<file path="src/rtl/vlc_pkg.sv">
// Shared constants, state encoding and length-mask helper for the VLC bit packer.
package vlc_pkg;

  localparam int VLC_WORD_W     = 32;
  localparam int VLC_MAX_CW_LEN = 32;

  typedef enum logic {
    RUN       = 1'b0,
    FLUSH_PAD = 1'b1
  } vlc_state_e;

  function automatic logic [31:0] vlc_len_mask(input logic [5:0] len);
    if (len >= 6'd32) return '1;
    return (32'h1 << len) - 32'h1;
  endfunction

endpackage

</file>
<file path="src/rtl/vlc_bit_packer_if.sv">
// Codeword input and packed-word output bundle of the VLC bit packer.
interface vlc_bit_packer_if #(
  parameter int CNT_W = 16
) ();
  logic             input_valid;
  logic [31:0]      sum;
  logic [31:0]      codeword_length;
  logic             flush;
  logic             word_valid;
  logic [31:0]      word;
  logic             word_last;
  logic [CNT_W-1:0] word_count;
  logic             busy;
  logic             error;

  modport master (
    output input_valid, sum, codeword_length, flush,
    input  word_valid, word, word_last, word_count, busy, error
  );

  modport slave (
    input  input_valid, sum, codeword_length, flush,
    output word_valid, word, word_last, word_count, busy, error
  );
endinterface

</file>
<file path="src/rtl/vlc_bit_packer.sv">
// Packs right-aligned variable-length codewords into an MSB-first stream of 32-bit words.
//   state     | meaning
//   RUN       | append codewords, emit each completed word
//   FLUSH_PAD | emit zero-padded residual word with word_last, then clear
module vlc_bit_packer
  import vlc_pkg::*;
#(
  parameter int WORD_W = VLC_WORD_W,
  parameter int CNT_W  = 16
) (
  input logic         clk,
  input logic         reset,
  vlc_bit_packer_if.slave bus
);

  localparam logic [6:0] WORD_BITS = 7'(WORD_W);

  vlc_state_e       state;
  logic [63:0]      acc;
  logic [5:0]       fill;
  logic             word_valid;
  logic [31:0]      word;
  logic             word_last;
  logic [CNT_W-1:0] word_count;
  logic             busy;
  logic             error;

  logic             len_bad;
  logic             len_zero;
  logic [5:0]       len;
  logic             append;
  logic [6:0]       shift;
  logic [63:0]      acc_app;
  logic [6:0]       fill_app;
  logic             emit;
  logic [63:0]      acc_nxt;
  logic [5:0]       fill_nxt;
  logic [CNT_W-1:0] cnt_base;

  always_comb begin
    len_bad  = bus.codeword_length > 32'(VLC_MAX_CW_LEN);
    len_zero = bus.codeword_length == 32'd0;
    len      = bus.codeword_length[5:0];
    append   = bus.input_valid && !len_zero && !len_bad && (state == RUN);
    // fill <= 31 and len <= 32 keep the shift in 1..63 whenever append is set
    shift    = 7'd64 - {1'b0, fill} - {1'b0, len};
    acc_app  = acc;
    fill_app = {1'b0, fill};
    if (append) begin
      acc_app  = acc | ({32'b0, bus.sum & vlc_len_mask(len)} << shift);
      fill_app = {1'b0, fill} + {1'b0, len};
    end
    emit     = fill_app >= WORD_BITS;
    acc_nxt  = emit ? (acc_app << 32) : acc_app;
    fill_nxt = emit ? 6'(fill_app - WORD_BITS) : fill_app[5:0];
    // a word_last shown this cycle restarts the count at the next edge
    cnt_base = (word_valid && word_last) ? '0 : word_count;
  end

  always_ff @(posedge clk or posedge reset) begin
    if (reset) begin
      state      <= RUN;
      acc        <= '0;
      fill       <= '0;
      word_valid <= 1'b0;
      word       <= '0;
      word_last  <= 1'b0;
      word_count <= '0;
      busy       <= 1'b0;
      error      <= 1'b0;
    end else begin
      case (state)
        RUN: begin
          if (bus.input_valid && len_bad) error <= 1'b1;
          acc        <= acc_nxt;
          fill       <= fill_nxt;
          word_valid <= emit;
          word_count <= cnt_base;
          if (emit) begin
            word       <= acc_app[63:32];
            word_last  <= bus.flush && (fill_nxt == 6'd0);
            word_count <= cnt_base + 1'b1;
          end
          if (bus.flush) begin
            if (fill_nxt != 6'd0) begin
              state <= FLUSH_PAD;
              busy  <= 1'b1;
            end else if (!emit) begin
              word_count <= '0;
            end
          end
        end
        FLUSH_PAD: begin
          if (bus.input_valid && !len_zero) error <= 1'b1;
          word_valid <= 1'b1;
          word       <= acc[63:32];
          word_last  <= 1'b1;
          word_count <= cnt_base + 1'b1;
          acc        <= '0;
          fill       <= '0;
          state      <= RUN;
          busy       <= 1'b0;
        end
        default: state <= RUN;
      endcase
    end
  end

  assign bus.word_valid = word_valid;
  assign bus.word       = word;
  assign bus.word_last  = word_last;
  assign bus.word_count = word_count;
  assign bus.busy       = busy;
  assign bus.error      = error;

endmodule

</file>
<file path="src/flat_wrapper.sv">
// flat-port wrapper written by rule: the top's interface ports become plain ports
module vlc_bit_packer_flat import vlc_pkg::*;
#(
  parameter int WORD_W = VLC_WORD_W,
  parameter int CNT_W  = 16
)
  (clk, reset, bus_input_valid, bus_sum, bus_codeword_length, bus_flush, bus_word_valid, bus_word, bus_word_last, bus_word_count, bus_busy, bus_error);
  vlc_bit_packer_if #(.CNT_W(CNT_W)) bus_i ();
  input logic clk;
  input logic reset;
  input wire logic [$bits(bus_i.input_valid)-1:0] bus_input_valid;
  input wire logic [$bits(bus_i.sum)-1:0] bus_sum;
  input wire logic [$bits(bus_i.codeword_length)-1:0] bus_codeword_length;
  input wire logic [$bits(bus_i.flush)-1:0] bus_flush;
  output wire logic [$bits(bus_i.word_valid)-1:0] bus_word_valid;
  output wire logic [$bits(bus_i.word)-1:0] bus_word;
  output wire logic [$bits(bus_i.word_last)-1:0] bus_word_last;
  output wire logic [$bits(bus_i.word_count)-1:0] bus_word_count;
  output wire logic [$bits(bus_i.busy)-1:0] bus_busy;
  output wire logic [$bits(bus_i.error)-1:0] bus_error;
  assign bus_i.input_valid = bus_input_valid;
  assign bus_i.sum = bus_sum;
  assign bus_i.codeword_length = bus_codeword_length;
  assign bus_i.flush = bus_flush;
  assign bus_word_valid = bus_i.word_valid;
  assign bus_word = bus_i.word;
  assign bus_word_last = bus_i.word_last;
  assign bus_word_count = bus_i.word_count;
  assign bus_busy = bus_i.busy;
  assign bus_error = bus_i.error;
  vlc_bit_packer #(.WORD_W(WORD_W), .CNT_W(CNT_W)) u_core (.clk(clk), .reset(reset), .bus(bus_i));
endmodule
</file>
<file path="config.mk">
export PLATFORM = sky130hd
export DESIGN_NAME = vlc_bit_packer_flat
export DESIGN_NICKNAME = d
export VERILOG_FILES = /design/src/rtl/vlc_pkg.sv /design/src/rtl/vlc_bit_packer_if.sv /design/src/rtl/vlc_bit_packer.sv /design/src/flat_wrapper.sv
export SDC_FILE = /design/constraint.sdc
export NUM_CORES = 1
export LEC_CHECK = 0
export ABC_AREA = 1
export CAP_MARGIN = 20
export CORE_MARGIN = 1
export CORE_UTILIZATION = 40
export CTS_BUF_LIST = sky130_fd_sc_hd__clkbuf_16
export CTS_CLUSTER_DIAMETER = 120
export DETAILED_ROUTE_END_ITERATION = 12
export GPL_TIMING_DRIVEN = 0
export PLACE_DENSITY = 0.67
export SLEW_MARGIN = 20
export SYNTH_ARGS = -nofsm -noshare
export SYNTH_HDL_FRONTEND = slang
export SYNTH_SLANG_ARGS = --single-unit
</file>
<file path="constraint.sdc">
create_clock -name clk -period 5 [get_ports clk]
set_clock_uncertainty 0.2 [all_clocks]
set_input_delay 0.5 -clock clk [delete_from_list [all_inputs] [get_ports clk]]
set_output_delay 0.5 -clock clk [all_outputs]
set_load 0.1 [all_outputs]
</file>
==> results of run 1 <==
==> Yosys cell counts (2+ instances only) <==
master,count
a21oi_1,100
buf_1,15
buf_2,22
buf_4,3
buf_6,2
clkbuf_1,46
clkinv_1,2
dfrtp_1,123
fa_1,2
ha_1,20
inv_1,150
inv_2,9
nand2_1,361
nand2_2,7
nand3_1,372
nand3_2,6
nand4_1,65
nor2_1,209
nor2_2,9
nor2_4,3
nor3_1,11
nor3_2,2
nor4_1,6
o211ai_1,4
o21ai_0,35
o21ai_1,14
o21bai_1,12
o22ai_1,8
o31ai_1,2
or2_1,2
or2_2,6
xnor2_1,8
xor2_1,5
==> cell type report <==
class,count,area (µm²)
multi-input combinational,1280,6200
clock buffer,17,425
timing repair buffer,120,1220
tap,330,413
inverter,161,609
sequential,123,3080
buffer,88,384
fill,2612,12700
clock inverter,15,178
==> worst min path at each step <==
stage	cells past startpoint	to	from	slack [ps]
2_1_floorplan	2	u_core.acc[0]	u_core.acc[0]	260
3_3_place_gp	2	u_core.bus.error	u_core.bus.error	270
3_5_place_dp	2	u_core.bus.busy	u_core.bus.busy	270
4_1_cts	2	u_core.bus.busy	u_core.bus.busy	290
5_1_grt	2	u_core.bus.word[31]	u_core.bus.word[31]	310
6_report	2	u_core.bus.error	u_core.bus.error	290
==> power by group <==
group          internal, µW  switching [µW]
clock                   754             540
combinational           553            1730
sequential             1090            52.2
total                  2400            2320
==> sequential cells by signal, indices dropped and copies added (netlist names) <==
signal                 count
u_core.bus.word_last       1
u_core.bus.busy            1
u_core.acc                64
u_core.bus.word_count     16
u_core.bus.word_valid      1
u_core.state               1
u_core.bus.word           32
u_core.fill                6
u_core.bus.error           1
==> tightest hold or removal path: cells and delay by family, from the launching register on <==
kind	cells	cell delay (ps)
flip-flops	1	350
AO/OA/AOI/OAI	2	100
==> per-stage QoR <==
stage                     total power (µW)  std cells  TNS, ps
after floorplan                       2740       1652        0
after global placement                3400       2101  -102270
after detailed placement              3400       2102    -4470
after CTS                             4700       2134        0
after global routing                  4930       2134        0
final                                 4720       2134        0
==> metal layers <==
layer	GRT usage	vias up	routed length (µm)
li1	-	5800	-
met1	0.492	5642	20500
met2	0.497	438	17900
met3	0.0432	46	2760
met4	0.0690	0	558
met5	0	-	0
==> logic make-up (layout without fill, tap and decap cells) <==
family,after synthesis,count (layout),synth area share
AO/OA/AOI/OAI,182,182,0.0967
flip-flops,123,123,0.300
adder cells (fa/ha/maj),22,22,0.0283
buffers and inverters,249,401,0.0963
AND/OR/NAND/NOR,1063,1063,0.468
XOR/XNOR,13,13,0.0111
==> timing repair <==
item,in CTS,in global routing
endpoints found under the setup margin,0,24
gates resized for setup,0,1
buffers inserted,0,0
==> metrics.cfg, run 1 <==
[clock_tree]
clockRootBuffer=clkbuf_16
clock_latency_ps=430
cts_tree=built
clk_path_buf_depth=2
cts.reportedPaths.clkPinSlew_ps=70
numCtsBuffers=17
ctsHoldBuffers=0
cts.sinks=123
cts_max_level=4

[routing]
drc_errors=0
dr_total_vias=11900
postRouteWirelength_um=41700
antenna_left=0
via_per_inst=5.59
firstDrtPassIters=6
routedWlPerCell_um=19.6
drt-initial-drc-count=1319

[timing]
slew_headroom=0.243
tightest_slew_ps=1130
finalWorstSetupSlack_ps=185
holdWs_ps=291
post-route-period-util=0.963
slew_violations=0
hold_viol=0
rsz0062_at_grt=no
period_minus_slack_ps=4820
finalSetupViolCount=0
fmax_ghz=0.208

[worst_setup_path]
crit_fanout=10
crit_chain=clkdlybuf4s50_1, inv_1, buf_2, ha_1, ha_1, xnor2_1, inv_2, nor2_4, buf_2, nand4_1, nand2_1, nor2_1, nor2_1
regToRegStartpoint=u_core.fill[1]
cp_slowest_stage_delay_ps=900
cp_num_buf_inv=5
worstPathRequired_ps=5160
path_depth=13
crit_path_end=u_core.acc[52]
reg2reg_depth=14
start_kind=input pin
critPathArrivalTime_ps=4970
cp_slowest_cell=xnor2_1
cp-startpoint=bus_codeword_length[5]
end_kind=flip-flop
r2r_slack_ps=870
worstReg2RegEnd=u_core.acc[52]
path_delay_family=buffers and inverters
crit_type=in -> reg

[die]
core.rowCount=58
core-area_um2=25200
start_util=0.408
fp.dieArea_um2=26300
die_h_um=162
ios=120
die_width_um=162

[logic_synthesis]
synth_edf_count=0
netlist.top_cell.by_area=dfrtp_1
synth_top_area_frac=0.300
synth_cell_types=44
synthArstFlopShare=1.00
ys_seq_area_frac=0.300
netlist_instances=1652
synth_nets=1742
synth-warning-count=0
synth.area.top_cells=dfrtp_1 30%, nand3_1 18%, nand2_1 13%, nor2_1 7.6%, inv_1 5.5%
syn_area_um2=10300
yosys_register_bits=123
synthFlopType=dfrtp_1
syn_area_per_cell_um2=6.21

[cells_and_area]
final_nets=1881
fin_area_um2=12500
num_antenna_cells=0
layout-drive-gt1-share=0.0599
finish.utilization=0.497
final_common_cell=nand3_1
area_delta_synth_final_pct=21.9
most-common-layout-cells=372 x nand3_1, 361 x nand2_1, 209 x nor2_1

[hold_path]
hp-class=reg -> reg

[global_routing]
gr-total-overflow=0
track_usage=0.328
antenna_found_initial=0
grt_max_degree=66
grt_pass1_wl_um=65500
grt_pass1_vias=11600

[placed_design]
dp_hpwl_um=33800
dp_slack_ps=-227
placed_area_um2=11900
gp_congestion=0.977
io_buffers=119

[run_status]
status=completed

[pwr]
power.density_nw_per_um2=377
vdd_ir_drop_max_mv=0.377
p_leak_uw=0.00617

[job]
cap_violations=0

Power figures use the tool's default switching activity.
==> run 2, diff against run 1 <==
--- a/config.mk
+++ b/config.mk
@@ -13,6 +13,7 @@
 export CTS_CLUSTER_DIAMETER = 120
 export DETAILED_ROUTE_END_ITERATION = 12
 export GPL_TIMING_DRIVEN = 0
+export MAX_ROUTING_LAYER = met4
 export PLACE_DENSITY = 0.67
 export SLEW_MARGIN = 20
 export SYNTH_ARGS = -nofsm -noshare
==> metrics.cfg, run 2 (same netlist as run 1, synthesis figures left out) <==
[routing]
routedWlPerCell_um=19.5  ; -0.11%
via_per_inst=5.57  ; -0.37%
dr_total_vias=11900  ; -0.37%
postRouteWirelength_um=41700  ; -0.11%
antenna_left=0  ; unchanged
drt-initial-drc-count=1291  ; -2.1%
drc_errors=0  ; unchanged
firstDrtPassIters=6  ; unchanged

[timing]
slew_violations=0  ; unchanged
rsz0062_at_grt=no
holdWs_ps=286  ; -4.11 ps
tightest_slew_ps=1010  ; -118 ps
slew_headroom=0.325  ; +0.0820
period_minus_slack_ps=4760  ; -59.7 ps
finalWorstSetupSlack_ps=244  ; +59.7 ps
fmax_ghz=0.210  ; +1.3%
finalSetupViolCount=0  ; unchanged
post-route-period-util=0.951  ; -0.0119
hold_viol=0  ; unchanged

[placed_design]
io_buffers=119  ; unchanged
gp_congestion=1.02  ; +3.9%
dp_hpwl_um=33900  ; +0.26%
placed_area_um2=11900  ; unchanged
dp_slack_ps=-363  ; -136 ps

[worst_setup_path]
crit_type=in -> reg
start_kind=input pin
path_delay_family=buffers and inverters
critPathArrivalTime_ps=4900  ; -70 ps
crit_fanout=10  ; unchanged
cp-startpoint=bus_codeword_length[5]
crit_chain=clkdlybuf4s50_1, inv_1, buf_2, ha_1, ha_1, a21oi_1, nor2_1, nor3_2, inv_2, nor2_1, inv_1, nand2_1, nand2_1, a21oi_1
worstPathRequired_ps=5140  ; -20 ps
cp_num_buf_inv=5  ; unchanged
end_kind=flip-flop
cp_slowest_cell=clkdlybuf4s50_1
cp_slowest_stage_delay_ps=900  ; about the same
regToRegStartpoint=u_core.fill[3]

[pwr]
power_uw=4730  ; +0.27%
vdd_ir_drop_max_mv=0.368  ; -2.6%
power.density_nw_per_um2=378  ; +0.12%
p_leak_uw=0.00618  ; +0.29%

[cells_and_area]
largest_register=u_core.acc
layout-drive-gt1-share=0.0604  ; +0.000554
reg_top3=u_core.acc (64), u_core.bus.word (32), u_core.bus.word_count (16)
largest_register_ffs=64  ; unchanged
fillers=2603  ; -0.34%
num_antenna_cells=0  ; unchanged
fin_area_um2=12500  ; +0.15%
final_nets=1881  ; unchanged
final_common_cell=nand3_1
most-common-layout-cells=372 x nand3_1, 361 x nand2_1, 209 x nor2_1
area_delta_synth_final_pct=22.0

[die]
die_h_um=162  ; unchanged
ios=120  ; unchanged
core.rowCount=58  ; unchanged
start_util=0.408  ; unchanged
core-area_um2=25200  ; unchanged
die_width_um=162  ; unchanged
fp.dieArea_um2=26300  ; unchanged

[clock_tree]
cts_max_level=4  ; unchanged
cts.reportedPaths.clkPinSlew_ps=60  ; about the same
clockRootBuffer=clkbuf_16
cts.sinks=123  ; unchanged
numCtsBuffers=17  ; unchanged
ctsHoldBuffers=0  ; unchanged
post-cts-setup-buffers=0  ; unchanged
cts_tree=built
clk_path_buf_depth=2  ; unchanged
clock_latency_ps=430  ; about the same

[run_status]
status=completed

[global_routing]
grt_max_degree=75  ; +14%
track_usage=0.337  ; +0.00888
grt_pass1_vias=11300  ; -2.0%
antenna_found_initial=0  ; unchanged
grt_pass1_wl_um=65300  ; -0.33%
gr-total-overflow=0  ; unchanged

[hold_path]
hp-class=in -> async

[job]
cap_violations=0  ; unchanged

## run 2: cell types whose count changed in the layout (fill, tap and decap cells not counted), sizes merged
cell / delta
clkinv: +6
inv: -5
clkinvlp: -2
bufinv: +1
## run 2: repair_timing
| item | in CTS | in global routing |
|---|---|---|
| gates resized for setup | 0 | 2 |
| endpoints found under the hold margin | 0 | 0 |
| endpoints found under the setup margin | 0 | 23 |
## run 2: area by class of cell
type | instances | area (µm²) | area share
inverter | 161 | 609 | 0.0486
clock inverter | 15 | 189 | 0.0151
buffer | 88 | 384 | 0.0307
multi-input combinational | 1280 | 6210 | 0.496
clock buffer | 17 | 425 | 0.0340
timing repair buffer | 120 | 1220 | 0.0973
sequential | 123 | 3080 | 0.246
tap | 330 | 413 | 0.0330
## run 2: stage by stage
step,TNS (ps),cells,utilization
2_1_floorplan,0,1652,-
3_3_place_gp,-103390,2101,0.471
3_5_place_dp,-8090,2102,0.473
4_1_cts,0,2134,0.497
5_1_grt,0,2134,0.498
6_report,0,2134,0.498
## run 2: power by group
part           total [µW]  internal, µW  switching, µW
sequential           1150          1090           52.8
clock                1310           794            513
combinational        2280           553           1730
## run 2: per-layer routing
| metal | track usage | part of all wire |
|---|---|---|
| met2 | 0.504 | 0.44 |
| met5 | - | 0 |
| met4 | 0.0536 | 0.0080 |
| met1 | 0.492 | 0.48 |
| met3 | 0.0386 | 0.072 |
## run 2: final timing paths
check	end	depth (start not counted)	slack [ps]
min reg2reg	u_core.bus.error	2	290
min in group clk	u_core.bus.error	2	290
min	u_core.acc[44]	2	290
max reg2reg	u_core.bus.word[28]	16	1110
max in group asynchronous	u_core.acc[51]	3	3560
max	u_core.bus.word[28]	14	240
==> run 3, diff against run 2 <==
--- a/config.mk
+++ b/config.mk
@@ -10,7 +10,7 @@
 export CORE_MARGIN = 1
 export CORE_UTILIZATION = 40
 export CTS_BUF_LIST = sky130_fd_sc_hd__clkbuf_16
-export CTS_CLUSTER_DIAMETER = 120
+export CTS_CLUSTER_DIAMETER = 60
 export DETAILED_ROUTE_END_ITERATION = 12
 export GPL_TIMING_DRIVEN = 0
 export MAX_ROUTING_LAYER = met4
==> results of run 3 <==
The final DEF is identical to that of run 2; final timing and power are the same.
